### src/rtl/spi_readssr_slave.sv
// spi_readssr_slave: oversampled SPI mode-0 slave that fetches one sample per read command and returns status + sample bytes
// Ports: clk/rst_n system clock and async active-low reset; spi_sclk/spi_cs_n/spi_mosi raw SPI pins
// (synchronized here); spi_miso/spi_miso_oe slave data and pad enable; sample_req/sample_ack/sample_data
// level request handshake to the sample source; busy = not idle; frame_count = valid reads (wraps).
module spi_readssr_slave #(
  parameter int DATA_BYTES = 2,
  parameter logic [7:0] CMD_READ = 8'h03,
  parameter logic [7:0] VALID_TOKEN = 8'hA5
) (
  input  logic clk,
  input  logic rst_n,
  input  logic spi_sclk,
  input  logic spi_cs_n,
  input  logic spi_mosi,
  output logic spi_miso,
  output logic spi_miso_oe,
  output logic sample_req,
  input  logic sample_ack,
  input  logic [8*DATA_BYTES-1:0] sample_data,
  output logic busy,
  output logic [7:0] frame_count
);
  localparam int DW = 8 * DATA_BYTES;
  localparam int TW = DW + 8;
  localparam logic [2:0] IDLE = 3'd0, CMD = 3'd1, FETCH = 3'd2, SEND = 3'd3, IGNORE = 3'd4;
  logic [1:0] sclk_s, cs_s, mosi_s;
  logic sclk_q, armed, valid;
  logic [2:0] state, bit_cnt;
  logic [7:0] rx;
  logic [DW-1:0] sample;
  logic [TW-1:0] tx;
  logic rise, fall, byte_done, ack_now, valid_n;
  logic [7:0] rx_next;
  logic [DW-1:0] data_n;
  always_comb begin
    rise = sclk_s[1] & ~sclk_q;
    fall = ~sclk_s[1] & sclk_q;
    byte_done = rise && bit_cnt == 3'd7;
    rx_next = {rx[6:0], mosi_s[1]};
    ack_now = sample_req & sample_ack;
    valid_n = valid | ack_now;
    data_n = ack_now ? sample_data : sample;
    busy = state != IDLE;
  end
  // armed blocks a mid-frame join after reset: cs_n must be seen high before a frame can start
  always_ff @(posedge clk or negedge rst_n) begin
    if (!rst_n) begin
      sclk_s <= '0;
      cs_s <= '0;
      mosi_s <= '0;
      sclk_q <= 1'b0;
      armed <= 1'b0;
      state <= IDLE;
      bit_cnt <= '0;
      rx <= '0;
      sample <= '0;
      valid <= 1'b0;
      tx <= '0;
      spi_miso <= 1'b0;
      spi_miso_oe <= 1'b0;
      sample_req <= 1'b0;
      frame_count <= '0;
    end else begin
      sclk_s <= {sclk_s[0], spi_sclk};
      cs_s <= {cs_s[0], spi_cs_n};
      mosi_s <= {mosi_s[0], spi_mosi};
      sclk_q <= sclk_s[1];
      if (cs_s[1]) armed <= 1'b1;
      if (cs_s[1]) begin
        state <= IDLE;
        bit_cnt <= '0;
        rx <= '0;
        valid <= 1'b0;
        spi_miso <= 1'b0;
        spi_miso_oe <= 1'b0;
        sample_req <= 1'b0;
      end else begin
        if (rise) begin
          bit_cnt <= bit_cnt + 3'd1;
          rx <= rx_next;
        end
        case (state)
          IDLE: if (armed) begin
            state <= CMD;
            bit_cnt <= '0;
            rx <= '0;
          end
          CMD: if (byte_done) begin
            state <= rx_next == CMD_READ ? FETCH : IGNORE;
            sample_req <= rx_next == CMD_READ;
            spi_miso_oe <= rx_next == CMD_READ;
            spi_miso <= 1'b0;
          end
          FETCH: begin
            if (ack_now) begin
              sample <= sample_data;
              valid <= 1'b1;
              sample_req <= 1'b0;
            end
            // an ack landing on the byte-done clock still counts via valid_n/data_n
            if (byte_done) begin
              tx <= valid_n ? {VALID_TOKEN, data_n} : '0;
              sample <= data_n;
              valid <= valid_n;
              sample_req <= 1'b0;
              state <= SEND;
              if (valid_n) frame_count <= frame_count + 8'd1;
            end
          end
          SEND: if (fall) begin
            spi_miso <= tx[TW-1];
            tx <= {tx[TW-2:0], 1'b0};
          end
          default: ;
        endcase
      end
    end
  end
endmodule

### config.mk
export PLATFORM = sky130hd
export DESIGN_NAME = spi_readssr_slave
export DESIGN_NICKNAME = d
export VERILOG_FILES = /design/src/rtl/spi_readssr_slave.sv
export SDC_FILE = /design/constraint.sdc
export NUM_CORES = 1
export LEC_CHECK = 0
export CAP_MARGIN = 10
export CORE_MARGIN = 8
export CORE_UTILIZATION = 50
export DETAILED_ROUTE_END_ITERATION = 7
export PLACE_DENSITY = 0.84
export SLEW_MARGIN = 20
export SYNTH_ARGS = -nofsm -noshare
export SYNTH_HDL_FRONTEND = slang
export SYNTH_SLANG_ARGS = --single-unit
### constraint.sdc
create_clock -name clk -period 3.31 [get_ports clk]
set_input_delay 0.8275 -clock clk [delete_from_list [all_inputs] [get_ports clk]]
set_output_delay 0.8275 -clock clk [all_outputs]
set_load 0.01 [all_outputs]
==> metrics, run 1 <==
cell depth of the worst flop-to-flop path 3; antenna viol nets, final 0; buffer depth of the longest clock path 2; Critical path origin state[0]$_DFFE_PN0P_; hold-fix buffer count after cts 0; die width between 90 and 100 um; max-slew violation count 0; flops & latches, synth 73; crit path launch type register; worst hold stages 0; Die ar. between 0.009 and 0.01 sq mm; buffer count from post-CTS setup fixing 0; post-synthesis instance total ~310; via count of the first global-routing pass around 2600; number of buffers and inverters on the critical path 1; syn_nets roughly 340; final sum of negative setup slack 0 ns; P per Cell Area 431 mW/mm^2; H-tree depth reported by CTS 3; most used routing layer in global routing met2; syn avg cell area ~11 sq um; vias per inst a little under 6; CP arrival approximately 1.8 ns; cell types with the largest area share after synthesis sky130_fd_sc_hd__dfrtp_1 (55%), sky130_fd_sc_hd__nand2_1 (5.9%), sky130_fd_sc_hd__mux2_4 (4.5%); Slowest-stage cell, CP sky130_fd_sc_hd__dfrtp_1; total via count after detailed routing around 2400; class of the most critical setup path reg -> out; unrepaired setup endpoints after global routing no; antenna cell count 0; mapped cell area roughly 0.0033 sq mm; Post-Layout Cell Count roughly 420; Max transition margin 0.443; cell total after placement about 410; placer's final routability congestion estimate 0.775; Critical Path RT 2.48 ns; Buffers on Ports 33; final-report hold violation count 0; critical path's largest stage delay 0.50 ns; clock latency on the worst-skew pair 0.34 ns; initial antenna violation count 0; most used flip-flop cell after synthesis sky130_fd_sc_hd__dfrtp_1; vertical extent of the die ~98 um; buffer cell driving the clock tree root sky130_fd_sc_hd__clkbuf_8; global-route wire length before repair about 12 mm; endpoint type of the worst setup path primary output; top library cells by usage in the layout, fill and taps aside sky130_fd_sc_hd__dfrtp_1 (73), sky130_fd_sc_hd__nand2_1 (52), sky130_fd_sc_hd__clkdlybuf4s50_1 (32); DR iter-0 viols 87; CORE AREA roughly 0.0064 sq mm; final critical delay including setup and external delays 2.59 ns; io pins 34; static power due to leakage roughly 1.6 nW; met1 routing resource usage after global routing 0.164; TritonCTS clock tree built; number of warnings printed during yosys synthesis 0; Yosys top cell by area sky130_fd_sc_hd__dfrtp_1; final setup skew just under 0.009 ns; share of Yosys cell area claimed by the top area cell type 0.549; cells traversed along the worst timing path or3_1 -> clkdlybuf4s50_1; CP Depth 2; Post-synth EDFFs 0; clock-pin slew of the registers on the worst-case setup and hold paths 0.07 ns; relative area change from synthesis to final layout 16.5%; Peak Freq between 0.3 and 0.4 GHz; Total Routing Usage GR 0.145; fraction of final layout cells sized beyond drive strength 1 0.116; dpl hpwl between 4 and 5 mm; final-report setup violation count 0; share of the clock period used by the worst path 0.781; row cnt 29; initial cell density of the core 0.521; number of CTS-inserted buffers 9; highest net fanout along the worst path 13; post-synthesis async set-or-reset flop share 1.00; highest ir drop seen on vdd ~370 uV; hold path startpoint cs_s[0]$_DFF_PN0_; final wirelength slightly below 7 mm; final routed DRC violation total 0; pin count of the biggest net entering global routing between 40 and 50; worst min path class reg -> reg; number of distinct library cells after synthesis 42; most common cell after layout, fill and taps aside sky130_fd_sc_hd__dfrtp_1; cells resized by post-CTS repair 0; detail-routed net length per standard cell roughly 16 um; r2r startpoint state[0]$_DFFE_PN0P_; NumNets Final between 300 and 400; portion of the post-synthesis area used by sequential elements 0.549; actual transition at the worst max-transition pin ~0.84 ns; total gr overflow 0; global-route met3 utilization 0.0512; critical path's top delay family flip-flops; met2 Track Usage GR 0.247; detailed-routing iteration count for the pre-antenna-repair pass 4; number of clock sinks 73; run status finished, final reports clean; maxcap violations 0
==> layer usage <==
layer	routed length, um	part of all wire
met1	2980	0.44
met2	3390	0.50
met3	283	0.042
met4	98	0.015
met5	0	0
==> state kept, by name (all words and copies together) (netlist names) <==
| signal | flops |
|---|---|
| valid | 1 |
| state | 3 |
| sample | 16 |
| rx | 7 |
| sample_req | 1 |
| sclk_s | 2 |
| sclk_q | 1 |
| tx | 24 |
| spi_miso_oe | 1 |
| cs_s | 2 |
| frame_count | 8 |
| spi_miso | 1 |
| armed | 1 |
| mosi_s | 2 |
| bit_cnt | 3 |
==> worst paths after layout <==
kind                                              endpoint  slack [ns]
worst min-delay path                     cs_s[1]$_DFF_PN0_        0.35
worst max-delay path                                  busy        0.72
min in group asynchronous                tx[6]$_DFFE_PN0P_        0.44
max in group asynchronous       frame_count[4]$_DFFE_PN0P_        2.11
worst min register to register           cs_s[1]$_DFF_PN0_        0.35
worst max register to register      sample[12]$_DFFE_PN0P_        1.07
==> cell type report <==
class	instances	area [sq um]
Fill cell	543	2510
Sequential cell	73	1830
Multi-Input combinational cell	217	1390
Timing Repair Buffer	38	363
Clock buffer	12	155
Tap cell	77	96.3
Clock inverter	3	40.0
Inverter	2	7.51
==> cells by family (layout without fill, tap and decap cells) <==
family,after synthesis,after routing,synth area share
multiplexers,17,17,0.0688
AND/OR/NAND/NOR,121,121,0.177
adder cells (fa/ha/maj),3,3,0.0113
flip-flops,73,73,0.549
buffers and inverters,24,55,0.0353
XOR/XNOR,8,8,0.0210
AO/OA/AOI/OAI,68,68,0.138
==> Yosys cell counts (2+ instances only) <==
master / instances
sky130_fd_sc_hd__nor4bb_1: 2
sky130_fd_sc_hd__dfrtp_1: 73
sky130_fd_sc_hd__o21ai_0: 16
sky130_fd_sc_hd__a22oi_1: 2
sky130_fd_sc_hd__a311oi_1: 15
sky130_fd_sc_hd__nand3_1: 16
sky130_fd_sc_hd__xnor2_1: 7
sky130_fd_sc_hd__nor2b_1: 2
sky130_fd_sc_hd__a21oi_1: 13
sky130_fd_sc_hd__ha_1: 3
sky130_fd_sc_hd__nand4_1: 5
sky130_fd_sc_hd__nor3b_1: 2
sky130_fd_sc_hd__a21o_1: 15
sky130_fd_sc_hd__nand2_1: 52
sky130_fd_sc_hd__nor2_1: 24
sky130_fd_sc_hd__inv_1: 2
sky130_fd_sc_hd__nor4b_1: 2
sky130_fd_sc_hd__or3_1: 3
sky130_fd_sc_hd__mux2_4: 10
sky130_fd_sc_hd__mux2_2: 6
sky130_fd_sc_hd__nand2b_1: 2
sky130_fd_sc_hd__nand3b_1: 2
sky130_fd_sc_hd__clkbuf_1: 18
sky130_fd_sc_hd__and3b_1: 2
sky130_fd_sc_hd__and3_1: 3
==> per-stage QoR <==
| step | utilization | area [sq um] | setup slack (ns) | power (mW) | hold WS, ns |
|---|---|---|---|---|---|
| after floorplan | - | 3330 | 1.33 | 0.938 | 0.331 |
| after global placement | 0.577 | 3680 | 0.705 | 0.991 | 0.332 |
| after global routing | 0.607 | 3880 | 0.654 | 1.73 | 0.359 |
| after CTS | 0.607 | 3880 | 0.698 | 1.69 | 0.351 |
| final | 0.607 | 3880 | 0.724 | 1.67 | 0.349 |
| after detailed placement | 0.577 | 3680 | 0.669 | 0.993 | 0.336 |
==> report_power, final <==
part	switching [mW]	internal, mW	leakage, nW
combinational	0.0351	0.0327	0.598
clock	0.312	0.383	0.102
sequential	0.00898	0.897	0.892
No activity file was read; power rests on OpenSTA's default activity.
==> run 2: changes to the inputs <==
- clock period: 3.31 -> 2.5 ns (I/O delays scaled with it)
==> run 2 against run 1 <==
Cell area increased by 0.81%. Die area unchanged. Global-route usage increased by 0.56 points. Largest power group unchanged. Non-clock buffer count increased by 4. Critical path depth unchanged. Cell count increased by 0.71%. Clock skew increased by 0.0033 ns.
==> metrics, run 2 (synthesis results as in run 1) <==
detailed-routing iteration count for the pre-antenna-repair pass 4 (unchanged); combined area of the multi-input logic cells 0.00139 sq mm (unchanged); number of CTS-inserted buffers 9 (unchanged); NumNets Final 370 (was 366); cells traversed along the worst timing path or3_1 -> clkdlybuf4s50_1 (unchanged); row cnt 29 (unchanged); cells resized by post-CTS repair 0 (unchanged); r2r startpoint state[2]$_DFFE_PN0P_ (was state[0]$_DFFE_PN0P_); unrepaired setup endpoints after global routing no (unchanged); buffer depth of the longest clock path 2 (unchanged); run status finished, final reports clean (unchanged); vias per inst 5.77 (was 5.76); endpoint of the worst-slack reg-to-reg timing path sample[10]$_DFFE_PN0P_ (was sample[12]$_DFFE_PN0P_); critical path's largest stage delay 0.51 ns (was 0.50 ns); number of flip-flops under the largest register name 24 (unchanged); Buffers on Ports 33 (unchanged); fraction of final layout cells sized beyond drive strength 1 0.124 (was 0.116); H-tree depth reported by CTS 3 (unchanged); share of the core filled with cells 0.612 (was 0.607); R2R setup slack 0.51 ns (was 1.07 ns); share of the clock period used by the worst path 0.957; final-report setup violation count 0 (unchanged); final wirelength 6.76 mm (was 6.75 mm); initial cell density of the core 0.521 (unchanged); P per Cell Area 555 mW/mm^2 (was 431 mW/mm^2); hold-fix buffer count after cts 0 (unchanged); highest ir drop seen on vdd 360 uV (was 373 uV); total via count after detailed routing 2454 (was 2431); CORE AREA 0.00639 sq mm (unchanged); pin count of the biggest net entering global routing 63 (was 49); total gr overflow 0 (unchanged); detail-routed net length per standard cell 15.9 um (was 16.0 um); Critical Path RT 1.88 ns (was 2.48 ns); critical path's top delay family flip-flops (unchanged); final-report hold violation count 0 (unchanged); Sequential Area 0.00183 sq mm (unchanged); TritonCTS clock tree built (unchanged); Peak Freq roughly 0.42 GHz; initial antenna violation count 0 (unchanged); cell depth of the worst flop-to-flop path 4 (was 3); buffer count from post-CTS setup fixing 0 (unchanged); actual transition at the worst max-transition pin 0.687 ns (was 0.835 ns); number of buffers and inverters on the critical path 1 (unchanged); relative area change from synthesis to final layout 17.4% (was 16.5%); die width 97.6 um (unchanged); final routed DRC violation total 0 (unchanged); number of clock sinks 73 (unchanged); final setup skew 0.0120 ns (was 0.00864 ns); via count of the first global-routing pass 2523 (was 2551); endpoint type of the worst setup path primary output (unchanged); max-slew violation count 0 (unchanged); dpl hpwl 4.51 mm (was 4.49 mm); global-route wire length before repair 12.0 mm (was 11.5 mm); Slowest-stage cell, CP sky130_fd_sc_hd__dfrtp_1 (unchanged); worst min path class in -> async (was reg -> reg); clock-pin slew of the registers on the worst-case setup and hold paths 0.08 ns (was 0.07 ns); clock latency on the worst-skew pair 0.34 ns (about the same); maxcap violations 0 (unchanged); antenna viol nets, final 0 (unchanged); register with the most flip-flops tx (unchanged); final critical delay including setup and external delays approximately 2.4 ns; Total Routing Usage GR 0.151 (was 0.145); CP arrival 1.77 ns (was 1.76 ns); largest registers ranked by flip-flop count tx (24), sample (16), frame_count (8) (unchanged); crit path launch type register (unchanged); buffer cell driving the clock tree root sky130_fd_sc_hd__clkbuf_8 (unchanged); vertical extent of the die 97.6 um (unchanged); top library cells by usage in the layout, fill and taps aside sky130_fd_sc_hd__dfrtp_1 (73), sky130_fd_sc_hd__nand2_1 (52), sky130_fd_sc_hd__clkdlybuf4s50_1 (32) (unchanged); static power due to leakage 1.61 nW (was 1.59 nW); antenna cell count 0 (unchanged); io pins 34 (unchanged); total of fill cells in the finished design 552 (was 543); highest net fanout along the worst path 13 (unchanged); most common cell after layout, fill and taps aside sky130_fd_sc_hd__dfrtp_1 (unchanged); placer's final routability congestion estimate 0.776 (was 0.775); final sum of negative setup slack 0 ns (unchanged); DR iter-0 viols 127 (was 87); class of the most critical setup path reg -> out (unchanged); Die ar. 0.00953 sq mm (unchanged); Max transition margin 0.541 (was 0.443)
run 2: cell type report:
type / instances / area share
clock buffer: 11 / 0.0362
inverter: 2 / 0.00192
timing repair buffer: 42 / 0.104
tap: 77 / 0.0246
sequential: 73 / 0.467
multi-input combinational: 217 / 0.355
clock inverter: 3 / 0.0109
run 2: layer usage:
| metal | GRT usage | vias up | part of all wire |
|---|---|---|---|
| met5 | 0 | - | 0 |
| met2 | 0.247 | 51 | 0.49 |
| met1 | 0.178 | 1227 | 0.45 |
| met3 | 0.0477 | 10 | 0.048 |
| met4 | 0.0629 | 0 | 0.016 |
| li1 | - | 1166 | - |
run 2: worst reg2reg max path, stage by stage (launching register included):
cell and delay (ns):
sky130_fd_sc_hd__dfrtp_1 0.51, sky130_fd_sc_hd__or3b_4 0.46, sky130_fd_sc_hd__or3_1 0.35, sky130_fd_sc_hd__buf_4 0.23, sky130_fd_sc_hd__mux2_4 0.33
run 2: worst max path at each step:
stage,slack [ns],start,endpoint,cells past startpoint
2_1_floorplan,0.58,bit_cnt[0]$_DFF_PN0_,tx[23]$_DFFE_PN0P_,7
3_3_place_gp,0.32,sample_ack,sample[12]$_DFFE_PN0P_,5
3_5_place_dp,0.30,sample_ack,sample[10]$_DFFE_PN0P_,5
4_1_cts,0.1,state[1]$_DFFE_PN0P_,busy,2
5_1_grt,0.04,state[2]$_DFFE_PN0P_,busy,2
6_report,0.11,state[2]$_DFFE_PN0P_,busy,2
run 2: power by group:
group	internal, mW	total (mW)	switching, mW
clock	0.476	0.876	0.401
combinational	0.0461	0.0953	0.0492
sequential	1.19	1.20	0.0103
total	1.71	2.17	0.460
run 2: metrics by stage:
step | cells | hold WS, ns | setup WS [ns] | total power, mW | area [sq um]
floorplan | 314 | 0.329 | 0.580 | 1.24 | 3330
global placement | 411 | 0.332 | 0.325 | 1.31 | 3720
detailed placement | 411 | 0.337 | 0.300 | 1.32 | 3720
CTS | 425 | 0.152 | 0.0983 | 2.20 | 3910
global route | 425 | 0.159 | 0.0361 | 2.25 | 3910
finish | 425 | 0.155 | 0.109 | 2.17 | 3910
==> run 3: changes to the inputs <==
- CTS_CLUSTER_DIAMETER: unset -> 80
==> results of run 3 <==
The final DEF is identical to that of run 2; final timing and power are the same.
